[config.mk]
export PLATFORM = sky130hd
export DESIGN_NAME = qif_spike_monitor
export DESIGN_NICKNAME = d
export VERILOG_FILES = /design/src/rtl/qif_spike_monitor.sv
export SDC_FILE = /design/constraint.sdc
export NUM_CORES = 1
export LEC_CHECK = 0
export CAP_MARGIN = 25
export CORE_MARGIN = 10
export CORE_UTILIZATION = 54
export CTS_CLUSTER_SIZE = 28
export DETAILED_ROUTE_END_ITERATION = 8
export PLACE_DENSITY = 0.75
export SLEW_MARGIN = 20
export SYNTH_ARGS = -nofsm -noshare
export SYNTH_HDL_FRONTEND = slang
export SYNTH_SLANG_ARGS = --single-unit
[constraint.sdc]
create_clock -name clk -period 1.8 [get_ports clk]
set_input_delay 0.45 -clock clk [delete_from_list [all_inputs] [get_ports clk]]
set_output_delay 0.45 -clock clk [all_outputs]
set_load 0.1 [all_outputs]
[src/rtl/qif_spike_monitor.sv]
// Spike-rate and inter-spike-interval monitor that sits behind the QIF neuron and streams per-window reports.
// Optional ISI measurement and its two extra report bytes are built when QIF_MON_ISI_EN is defined.
module qif_spike_monitor #(
  parameter int WINDOW = 1024
) (
  input  logic       clk,
  input  logic       rst_n,
  input  logic       ena,
  input  logic       spike_in,
  output logic [7:0] out_data,
  output logic       out_valid,
  input  logic       out_ready,
  output logic       overflow
);

  localparam int WIN_W = (WINDOW > 2) ? $clog2(WINDOW) : 1;
  localparam logic [WIN_W-1:0] WIN_LAST = WIN_W'(WINDOW - 1);

  typedef enum logic [1:0] {
    IDLE     = 2'd0,
    SEND_CNT = 2'd1,
    SEND_HI  = 2'd2,
    SEND_LO  = 2'd3
  } state_t;

  function automatic logic [7:0] sat_inc8(input logic [7:0] v);
    return (v == 8'hFF) ? 8'hFF : v + 8'd1;
  endfunction

  function automatic logic [15:0] sat_inc16(input logic [15:0] v);
    return (v == 16'hFFFF) ? 16'hFFFF : v + 16'd1;
  endfunction

  logic             spike_q;
  logic [WIN_W-1:0] win_cnt;
  logic [7:0]       spike_cnt;
  logic [7:0]       cnt_next;
  logic             spike_evt;
  logic             win_end;
  logic             handshake;
  state_t           state;

  always_comb begin
    spike_evt = ena & spike_in & ~spike_q;
    win_end   = ena && (win_cnt == WIN_LAST);
    cnt_next  = spike_evt ? sat_inc8(spike_cnt) : spike_cnt;
    handshake = out_valid & out_ready;
  end

  // The edge detector runs even while disabled, so a level already high at re-enable is not an event.
  always_ff @(posedge clk or negedge rst_n) begin
    if (!rst_n) begin
      spike_q   <= 1'b0;
      win_cnt   <= '0;
      spike_cnt <= 8'd0;
    end else begin
      spike_q <= spike_in;
      if (ena) begin
        win_cnt   <= win_end ? '0 : win_cnt + 1'b1;
        spike_cnt <= win_end ? 8'd0 : cnt_next;
      end
    end
  end

`ifdef QIF_MON_ISI_EN
  logic [15:0] isi_cnt;
  logic [15:0] last_isi;
  logic [15:0] last_isi_next;
  logic [15:0] snap_isi;

  always_comb begin
    last_isi_next = spike_evt ? sat_inc16(isi_cnt) : last_isi;
  end

  always_ff @(posedge clk or negedge rst_n) begin
    if (!rst_n) begin
      isi_cnt  <= 16'd0;
      last_isi <= 16'd0;
    end else if (ena) begin
      isi_cnt  <= spike_evt ? 16'd0 : sat_inc16(isi_cnt);
      last_isi <= last_isi_next;
    end
  end
`endif

  // Report FSM: out_data/out_valid are registered and only change on a handshake or a fresh snapshot.
  always_ff @(posedge clk or negedge rst_n) begin
    if (!rst_n) begin
      state     <= IDLE;
      out_valid <= 1'b0;
      out_data  <= 8'h00;
      overflow  <= 1'b0;
`ifdef QIF_MON_ISI_EN
      snap_isi  <= 16'd0;
`endif
    end else begin
      if (win_end && (state != IDLE)) begin
        overflow <= 1'b1;
      end
      case (state)
        IDLE: begin
          if (win_end) begin
            state     <= SEND_CNT;
            out_valid <= 1'b1;
            out_data  <= cnt_next;
`ifdef QIF_MON_ISI_EN
            snap_isi  <= last_isi_next;
`endif
          end
        end
        SEND_CNT: begin
          if (handshake) begin
`ifdef QIF_MON_ISI_EN
            state    <= SEND_HI;
            out_data <= snap_isi[15:8];
`else
            state     <= IDLE;
            out_valid <= 1'b0;
            out_data  <= 8'h00;
`endif
          end
        end
`ifdef QIF_MON_ISI_EN
        SEND_HI: begin
          if (handshake) begin
            state    <= SEND_LO;
            out_data <= snap_isi[7:0];
          end
        end
        SEND_LO: begin
          if (handshake) begin
            state     <= IDLE;
            out_valid <= 1'b0;
            out_data  <= 8'h00;
          end
        end
`endif
        default: begin
          state     <= IDLE;
          out_valid <= 1'b0;
          out_data  <= 8'h00;
        end
      endcase
    end
  end

endmodule

# Yosys cells after proc, flatten, opt, wreduce, memory -nomap -nowiden
# Cells that the tools add are included.
# W data, S select, Z words.
[classes] n_addsub=2 multipliers=0 div_mod_pow=0 n_lt_le_gt_ge=0 eq_ne=5 shifts=0 muxes=13 n_bitwise=4 n_reduce_logical=5
[op_table] op="$mux W8" n=5
[op_table] op="$pmux W8 S2" n=1
[op_table] op="$add A10 B1 Y10 const B" n=1
[op_table] op="$eq A10 B10 Y1 const B" n=1
[op_table] op="$mux W10" n=1
[op_table] op="$add A8 B1 Y8 const B" n=1
[op_table] op="$eq A8 B8 Y1 const B" n=1
[op_table] op="$mux W2" n=2
[op_table] op="$ne A2 B2 Y1 const B" n=2
[op_table] op="$pmux W2 S2" n=1
[op_table] op="$and A1 B1 Y1" n=3
[op_table] op="$eq A2 B1 Y1 const B" n=1
[op_table] op="$logic_and A1 B1 Y1" n=2
[op_table] op="$logic_not A2 Y1" n=1
[op_table] op="$mux W1" n=2
[op_table] op="$pmux W1 S2" n=1
[op_table] op="$reduce_and A2 Y1" n=1
[op_table] op="$reduce_bool A2 Y1" n=1
[op_table] op="$not A1 Y1" n=1
[totals] register_bits=31 latch_bits=0 ramBits=0 rom_bits=0 elab_cells=36 memories=0

# Longest topological paths before layout
# Gate-level depths: netlist of the first run.
[logic_depth] depth_word=5 ltp_mapped=5 mapped_depth_nobuf=5

# Least setup slack after synthesis of the first run
# OpenSTA, ideal clock, no wires.
[synth_path] path_kind="reg-to-reg" from="reg out_valid" to="reg out_data[5]" arrival_time_ns=1.879 required_time_ns=1.681 path_slack_ns=-0.199 stages_incl_launch_ff=4 cell_sequence="dfrtp_1 clkinv_1 mux2i_2 a2bb2o_4"
[synth_via] elab_chain_cells=3
[synth_lines] item="from (decl)" line_no="11" rtl="output logic out_valid,"
[synth_lines] item="from (signal assigned)" line_no="90" rtl="out_valid <= 1'b0;"
[synth_lines] item="from (signal assigned)" line_no="104" rtl="out_valid <= 1'b1;"
[synth_lines] item="from (signal assigned)" line_no="118" rtl="out_valid <= 1'b0;"
[synth_lines] item="$and A1 B1 Y1" line_no="47" rtl="handshake = out_valid & out_ready;"
[synth_lines] item="$ne A2 B2 Y1 (no source line)"
[synth_lines] item="$reduce_and A2 Y1 (no source line)"
[synth_lines] item="to (signal assigned)" line_no="105" rtl="out_data <= cnt_next;"
[synth_lines] item="to (decl)" line_no="10" rtl="output logic [7:0] out_data,"
# Every way passes these cells.
# A chain may end at the register's enable or synchronous reset.

# Final worst setup path of the first run
[layout_path] from="reg spike_cnt[0]" to="reg spike_cnt[6]"
[layout_via] elab_chain_cells=4 word_cells_on_any_way=5
[layout_lines] item="from (decl)" line_no="36" rtl="logic [7:0] spike_cnt;"
[layout_lines] item="from (signal assigned)" line_no="60" rtl="spike_cnt <= win_end ? 8'd0 : cnt_next;"
[layout_lines] item="$add A8 B1 Y8 / $eq A8 B8 Y1 (equally long branches)" line_no="27" rtl="return (v == 8'hFF) ? 8'hFF : v + 8'd1;"
[layout_lines] item="$mux W8 (*)" line_no="27"
[layout_lines] item="$mux W8 (*)" line_no="46" rtl="cnt_next = spike_evt ? sat_inc8(spike_cnt) : spike_cnt;"
[layout_lines] item="$mux W8 (*)" line_no="60"
# Mark *: on every way between the ends. The rest lies on a longest branch, timed or not.

==> results.yml, run 1 <==
timing:
  setup_viol: 0
  holdWs_ns: 0.493
  fin_crit_ns: 1.76
  fin_skew_ns: 0.00658
  worst_pin_slew_ns: 0.366
  slew_viol_final: 0
  clock.fmax_ghz: 0.569
  slew_headroom: 0.753
  timing.final.crit_share: 0.976
  hold_viol_final: 0
power_and_ir_drop:
  p_sw_uw: 615
  switching_share: 0.347
  pwr-share-seq: 0.537
  combinationalPowerShare: 0.238
  p_total_mw: 1.77
  ir_worst_vdd_mv: 0.799
  p_per_area_mw_per_mm2: 958
  p_clk_frac: 0.225
  power_leakage_nw: 0.850
  power.internal_mw: 1.16
yosys:
  syn_nets: 141
  synth_top_cell_area_share: 0.511
  netlist-cell-type-count: 35
  synthTopCellsByArea: "dfrtp_1, nor2_1, mux2i_1, nand2_1, o211ai_1"
  synth-seq-area-share: 0.511
  synth.avg_cell_area_sq_um: 10.6
  yosysTopAreaCell: "dfrtp_1"
  synthArstFlopShare: 1.00
  syn_area_sq_mm: 0.00142
  synth-edff-count: 0
  synth_seq_cells: 29
  yosysWarnings: 0
  syn_inst: 134
  synth_ff_type: "dfrtp_1"
global_route:
  grt_pass1_wl_mm: 5.61
  grt.total_usage: 0.135
  antenna_found_initial: 0
  grt_pass1_vias: 1156
  grt_start_max_net_pins: 30
  gr-total-overflow: 0
worst_setup_path:
  worst_ep_arrival_time_ns: 1.97
  critPathMaxFanout: 6
  slowest_delay_ns: 0.42
  cp_slowest_cell: "dfrtp_2"
  crit_path_end_kind: "flip-flop"
  cp_cell_sequence: "ha_2, nand4_1, nor3_2, mux2i_1, buf_4, nor2_1"
  crit_required_ns: 2.01
  crit_type: "flip-flop to flip-flop"
  cp-start-kind: "flip-flop"
route:
  viasPerCell: 5.77
  drcViolationCount: 0
  first_pass_iters: 4
  wl_mm: 3.19
  vias: 1130
  routedWlPerCell_um: 16.3
  drt_iter0_markers: 89
  drtAntennaViolNets: 0
flow_run:
  drv_cap: 0
floorplan:
  die_area_sq_mm: 0.00508
  initial_utilization: 0.568
  fp.dieW_um: 71.3
  placementRows: 18
  core_area_sq_mm: 0.00250
  fp.dieH_um: 71.3
  io_pins: 15
min_path:
  hold_path_class: "input pin to async pin"
run_status:
  outcome: "completed"
cts:
  htree_num_levels: 2
  numCtsBuffers: 5
  cts_tree: "done"
  cts_root_buffer: "clkbuf_4"
  insertion_delay_ns: 0.32
  clockBufferDepth: 2
  clk_pin_slew_ns: 0.09
  holdBufCountCts: 0
  cts.sinks: 29
placement:
  gp_congestion: 0.894
  portBuffers: 14
  post-dp-hpwl_mm: 2.35
final_layout:
  syn_to_final_growth_pct: 30.3
  drive_gt1_frac: 0.241
  diodes: 0
  nets: 173
[cells by family after synthesis]
kind of cell,after synthesis,synth area share
and+or+nand+nor,55,0.212
DFF,29,0.511
AOI/OAI and AO/OA,27,0.143
xor gates and xnor gates,7,0.0432
buffers and inverters,7,0.0203
muxes,7,0.0529
adders and majority gates,2,0.0176
[per-layer routing]
layer  track usage  vias up  wire (um)
met3        0.0620        7        253
met5             0        -          0
met4        0.0495        0         46
li1              -      560          -
met2         0.198       38       1420
met1         0.170      525       1470
[power groups by stage]
stage	logic, mW	registers [mW]	clock network (mW)
2_1_floorplan	0.268	0.939	0
5_1_grt	0.468	0.970	0.431
4_1_cts	0.407	0.947	0.403
6_report	0.422	0.952	0.398
3_5_place_dp	0.406	0.957	0
3_3_place_gp	0.388	0.944	0
[metrics by stage]
| step | util | cells | area [sq um] | setup slack, ns | setup TNS (ns) |
|---|---|---|---|---|---|
| floorplan | - | 134 | 1420 | 0.188 | 0 |
| finish | 0.740 | 196 | 1850 | 0.0435 | 0 |
| detailed placement | 0.702 | 185 | 1760 | -0.204 | -1.60 |
| global placement | 0.702 | 185 | 1760 | -0.124 | -1.01 |
| CTS | 0.726 | 192 | 1820 | 0.0474 | 0 |
| global route | 0.740 | 196 | 1850 | -0.0598 | -0.112 |
[synthesized netlist by cell type (2+ instances only)]
| library cell | n |
|---|---|
| buf_2 | 2 |
| o211ai_1 | 6 |
| inv_1 | 4 |
| xor2_1 | 5 |
| nand2_1 | 12 |
| and4_1 | 2 |
| ha_1 | 2 |
| nand4_1 | 6 |
| nand2_2 | 2 |
| o311ai_0 | 4 |
| nand3_1 | 5 |
| and3b_1 | 2 |
| nor2_1 | 15 |
| o2bb2ai_1 | 3 |
| nand2b_1 | 3 |
| a21oi_1 | 2 |
| xnor2_1 | 2 |
| o21ai_0 | 5 |
| mux2i_1 | 5 |
| o22ai_1 | 2 |
| and3_1 | 3 |
| dfrtp_1 | 29 |
[registers in the layout, summed over array words and instances, names as in the netlist]
register and cells:
win_cnt 10, spike_q 1, out_data 8, out_valid 1
spike_cnt 8, overflow 1
[final cells by class]
type                    count  area, sq um
flip-flops and latches     29          728
multi-input cells          98          672
fillers                   151          651
repair buffers             27          338
clock buffers               7         55.1
well taps                  30         37.5
inverters                   5         18.8
[worst max-delay path: cells and delay by family, from the launching register on]
kind	cells	cell delay, ns
simple gates	3	0.59
flops	1	0.42
fa+ha+maj	1	0.22
mux	1	0.27
buf+inv	1	0.15
[placed cells by master, fill, tap and decap left out, types with 3 or more instances in the layout]
cell             Yosys  routed
mux2i_1              5       5
o311ai_0             4       4
clkdlybuf4s50_1      0       4
inv_1                4       4
and3_1               3       3
clkbuf_4             0       5
o21ai_0              5       5
o211ai_1             6       6
xor2_1               5       5
nand2b_1             3       3
buf_4                0      13
nand3_1              5       5
nor2_1              15      15
nand2_1             12      12
o2bb2ai_1            3       3
nand4_1              6       6
buf_12               0      10
dfrtp_1             29      27
[path summary, 6_finish.rpt]
check / slack (ns) / startpoint / endpoint / depth (start not counted)
setup / recovery: 0.04 / spike_cnt[0] / spike_cnt[6] / 6
hold / removal: 0.49 / rst_n / out_data[0] / 2
setup reg to reg: 0.04 / spike_cnt[0] / spike_cnt[6] / 6
hold reg to reg: 0.50 / win_cnt[9] / win_cnt[9] / 1
max in group asynchronous: 1.01 / rst_n / out_valid / 2
min in group clk: 0.50 / win_cnt[9] / win_cnt[9] / 1
[what timing repair did]
item,4_1_cts,5_1_grt
setup endpoints to repair,1,4
endpoints found under the hold margin,0,0
pin swaps,0,2
resized for setup,1,2
buffers inserted,0,4
No activity file was read; power rests on OpenSTA's default activity.
==> run 2, diff against run 1 <==
--- a/config.mk
+++ b/config.mk
@@ -6,7 +6,6 @@
 export NUM_CORES = 1
 export LEC_CHECK = 0
 export CAP_MARGIN = 25
-export CORE_MARGIN = 10
 export CORE_UTILIZATION = 54
 export CTS_CLUSTER_SIZE = 28
 export DETAILED_ROUTE_END_ITERATION = 8
==> results.yml, run 2 (same netlist as run 1, synthesis figures left out) <==
route:
  drcViolationCount: 0
  vias: 1156
  drt_iter0_markers: 18
  wl_mm: 3.00
  first_pass_iters: 4
  routedWlPerCell_um: 15.4
  drtAntennaViolNets: 0
  viasPerCell: 5.93
timing:
  hold_viol_final: 0
  setup_viol: 0
  rsz0062_at_grt: "false"
  slew_viol_final: 0
  timing.final.crit_share: 0.957
  slew_headroom: 0.759
  fin_crit_ns: 1.72
  holdWs_ns: 0.505
  clock.fmax_ghz: 0.580
  worst_pin_slew_ns: 0.362
  fin_skew_ns: 0.00797
global_route:
  grt_pass1_wl_mm: 4.96
  grt_pass1_vias: 1079
  gr-total-overflow: 0
  antenna_found_initial: 0
  grt.total_usage: 0.253
  grt_start_max_net_pins: 30
worst_setup_path:
  slowest_delay_ns: 0.45
  crit_path_end_kind: "flip-flop"
  cp_slowest_cell: "dfrtp_1"
  crit_type: "flip-flop to flip-flop"
  crit_required_ns: 2.01
  worst_ep_arrival_time_ns: 1.93
  cp_cell_sequence: "ha_1, nand4_1, o211ai_1, a22oi_1, a2bb2o_4"
  critPathMaxFanout: 6
  cp-start-kind: "flip-flop"
final_layout:
  diodes: 0
  largest_reg_flops: 10
  top_register: "win_cnt"
  syn_to_final_growth_pct: 29.3
  fin_util: 0.740
  drive_gt1_frac: 0.218
  stdcell_area_sq_mm: 0.00183
  final_common_cell: "dfrtp_1"
  nets: 171
  largest_registers: "win_cnt (10), out_data (8), spike_cnt (8)"
  layout_common_cells: "dfrtp_1, nor2_1, nand2_1"
power_and_ir_drop:
  p_clk_frac: 0.227
  p_sw_uw: 607
  p_per_area_mw_per_mm2: 959
  combinationalPowerShare: 0.230
  power_leakage_nw: 0.846
  switching_share: 0.345
  pwr-share-seq: 0.543
  ir_worst_vdd_mv: 0.895
  power.internal_mw: 1.15
cts:
  htree_num_levels: 2
  numCtsBuffers: 5
  cts_root_buffer: "clkbuf_4"
  clockBufferDepth: 2
  cts_tree: "done"
  holdBufCountCts: 0
  cts.sinks: 29
  insertion_delay_ns: 0.32
  clk_pin_slew_ns: 0.09
placement:
  post-dp-hpwl_mm: 2.25
  placed_cell_area_sq_mm: 0.00177
  gp_congestion: 0.915
  portBuffers: 14
floorplan:
  core_area_sq_mm: 0.00248
  fp.dieW_um: 53.3
  fp.dieH_um: 53.3
  io_pins: 15
  die_area_sq_mm: 0.00284
  placementRows: 18
  initial_utilization: 0.573
flow_run:
  drv_cap: 0
min_path:
  hold_path_class: "input pin to async pin"
run_status:
  outcome: "completed"
[run 2: timing repair]
action | CTS | global route
setup buffers | 0 | 0
setup endpoints to repair | 0 | 1
gates resized for setup | 0 | 1
[run 2: critical path, delay by kind of cell, from the launching register on]
family	cells	cell delay (ns)
adder cells (fa/ha/maj)	1	0.27
flip-flops	1	0.45
AND/OR/NAND/NOR	1	0.25
AO/OA/AOI/OAI	3	0.64
[run 2: final cells by class]
type,instances,area (sq um)
clock buffers,8,58.8
fillers,181,643
inverters,5,18.8
multi-input cells,98,669
flip-flops and latches,29,727
well taps,30,37.5
repair buffers,25,323
[run 2: metal layers]
layer	track usage	wire length [um]	up-vias
li1	-	-	558
met1	0.353	1420	568
met2	0.377	1430	28
met3	0.0690	129	2
met4	0.0833	19	0
met5	0	0	-
[run 2: final timing paths]
| path | from | endpoint | slack (ns) | cells after the start |
|---|---|---|---|---|
| max | spike_cnt[0] | out_data[5] | 0.08 | 5 |
| min | rst_n | out_data[6] | 0.50 | 2 |
| max reg2reg | spike_cnt[0] | out_data[5] | 0.08 | 5 |
| min reg2reg | win_cnt[9] | win_cnt[9] | 0.52 | 1 |
| max in group asynchronous | rst_n | out_valid | 1.01 | 2 |
| min in group clk | win_cnt[9] | win_cnt[9] | 0.52 | 1 |
[run 2: metrics by stage]
stage          setup slack (ns)  power (mW)  TNS (ns)  cells
2_1_floorplan             0.188        1.21         0    134
3_3_place_gp             -0.130        1.34     -1.10    187
3_5_place_dp             -0.188        1.36     -2.02    187
4_1_cts                  0.0887        1.77         0    195
5_1_grt                 0.00193        1.88         0    195
6_report                 0.0771        1.76         0    195
[run 2: power by group through the flow]
stage / combinational [mW] / sequential, mW / clock [mW]
floorplan: 0.268 / 0.939 / 0
global placement: 0.390 / 0.945 / 0
detailed placement: 0.406 / 0.957 / 0
CTS: 0.407 / 0.948 / 0.414
global route: 0.459 / 0.974 / 0.444
finish: 0.405 / 0.956 / 0.399
==> run 3, diff against run 2 <==
--- a/config.mk
+++ b/config.mk
@@ -5,8 +5,11 @@
 export SDC_FILE = /design/constraint.sdc
 export NUM_CORES = 1
 export LEC_CHECK = 0
+export ABC_CLOCK_PERIOD_IN_PS = 1800
 export CAP_MARGIN = 25
-export CORE_UTILIZATION = 54
+export CELL_PAD_IN_SITES_DETAIL_PLACEMENT = 1
+export CELL_PAD_IN_SITES_GLOBAL_PLACEMENT = 1
+export CORE_UTILIZATION = 43
 export CTS_CLUSTER_SIZE = 28
 export DETAILED_ROUTE_END_ITERATION = 8
 export PLACE_DENSITY = 0.75
==> results.yml, run 3 (same netlist as run 1, synthesis figures left out) <==
final_layout:
  layout_common_cells: "dfrtp_1, buf_4, nor2_1"
  final_common_cell: "dfrtp_1"
  drive_gt1_frac: 0.260
  fin_util: 0.612
  largest_reg_flops: 10
  syn_to_final_growth_pct: 33.8
  diodes: 0
  top_register: "win_cnt"
  nets: 176
  largest_registers: "win_cnt (10), out_data (8), spike_cnt (8)"
route:
  drtAntennaViolNets: 0
  drcViolationCount: 0
  drt_iter0_markers: 73
  viasPerCell: 5.66
  wl_mm: 3.71
  vias: 1206
  first_pass_iters: 4
  routedWlPerCell_um: 17.4
cts:
  cts.sinks: 29
  cts_tree: "done"
  cts_root_buffer: "clkbuf_4"
  numCtsBuffers: 5
  htree_num_levels: 2
  clockBufferDepth: 2
  insertion_delay_ns: 0.31
  clk_pin_slew_ns: 0.08
  holdBufCountCts: 0
power_and_ir_drop:
  power_leakage_nw: 0.879
  p_sw_uw: 646
  power.internal_mw: 1.17
  p_clk_frac: 0.213
  p_total_mw: 1.82
  combinationalPowerShare: 0.257
  pwr-share-seq: 0.529
  switching_share: 0.355
  p_per_area_mw_per_mm2: 958
  ir_worst_vdd_mv: 0.505
worst_setup_path:
  slowest_delay_ns: 0.52
  timing.rr.start: "spike_cnt[0]"
  r2r-end: "out_data[5]"
  worst_ep_arrival_time_ns: 1.91
  crit_required_ns: 1.99
  r2r_cells: 6
  cp_cell_sequence: "clkdlybuf4s50_1, nand3b_1, buf_4, nor2_1, mux2i_2, o2bb2ai_1"
  critPathMaxFanout: 4
  crit_type: "input pin to flip-flop"
  critical_path.top_delay_family: "buffers and inverters"
  cp_slowest_cell: "clkdlybuf4s50_1"
  cp_num_buf_inv: 2
  cp-start-kind: "input pin"
  crit_path_end_kind: "flip-flop"
  reg2reg_slack_ns: 0.11
timing:
  slew_headroom: 0.756
  rsz0062_at_grt: "true"
  hold_viol_final: 0
  fin_crit_ns: 1.72
  slew_viol_final: 0
  timing.final.crit_share: 0.955
  worst_pin_slew_ns: 0.365
  setup_viol: 0
  fin_skew_ns: 0.00519
  clock.fmax_ghz: 0.582
  setup_tns_ns: 0
flow_run:
  drv_cap: 0
floorplan:
  die_area_sq_mm: 0.00353
  fp.dieH_um: 59.4
  initial_utilization: 0.457
  fp.dieW_um: 59.4
  core_area_sq_mm: 0.00310
  io_pins: 15
  placementRows: 20
min_path:
  min_from: "win_cnt[9]"
  hold_depth: 1
  hold_end: "win_cnt[9]"
  hold_path_class: "flip-flop to flip-flop"
global_route:
  grt_pass1_vias: 1291
  grt_pass1_wl_mm: 6.34
  antenna_found_initial: 0
  grt.total_usage: 0.250
  grt_start_max_net_pins: 30
  gr-total-overflow: 0
placement:
  portBuffers: 14
  gp_congestion: 0.769
  post-dp-hpwl_mm: 2.69
run_status:
  outcome: "completed"
## run 3: worst register-to-register path, delay by kind of cell (launching register included)
family / cells / cell delay, ns
flip-flops: 1 / 0.43
AO/OA/AOI/OAI: 3 / 0.61
AND/OR/NAND/NOR: 1 / 0.16
buffers and inverters: 1 / 0.16
adder cells (fa/ha/maj): 1 / 0.23
## run 3: power by group through the flow
stage,sequential [mW],clock (mW),combinational (mW)
floorplan,0.939,0,0.268
global placement,0.949,0,0.422
detailed placement,0.962,0,0.441
CTS,0.951,0.399,0.446
global route,0.991,0.424,0.526
finish,0.963,0.388,0.468
## run 3: final cells by class
type | instances | area (sq um)
fill | 354 | 1200
sequential | 29 | 727
multi-input combinational | 98 | 679
timing repair buffer | 30 | 363
clock buffer | 7 | 55.1
tap | 44 | 55.1
inverter | 5 | 18.8
## run 3: worst max-delay path by stage
stage,from,end,slack [ns],cells after the start
after global placement,ena,out_data[5],-0.20,5
after detailed placement,ena,out_data[3],-0.30,6
after floorplan,out_valid,out_data[5],0.19,3
final,spike_in,out_data[3],0.08,6
after global routing,spike_cnt[0],out_data[6],-0.03,5
after CTS,spike_cnt[0],out_data[6],0.02,5
## run 3: per-stage QoR
step                worst slack, ns  instance area, sq um  hold WS [ns]  std cells
floorplan                     0.188                  1420         0.154        134
global placement             -0.204                  1800         0.471        202
detailed placement           -0.304                  1800         0.474        202
CTS                          0.0176                  1850         0.498        209
global route                -0.0267                  1900         0.516        213
finish                       0.0819                  1900         0.495        213
## run 3: timing repair
item                                    in CTS  in global routing
buffers inserted                             0                  4
resized for setup                            0                  6
endpoints found under the setup margin       0                  8
## run 3: per-layer routing
layer,vias to the layer above,GRT usage,part of all wire
met5,-,0,0
met4,0,0.0714,0.019
met3,6,0.0568,0.026
met2,18,0.393,0.49
met1,619,0.345,0.47
li1,563,-,-
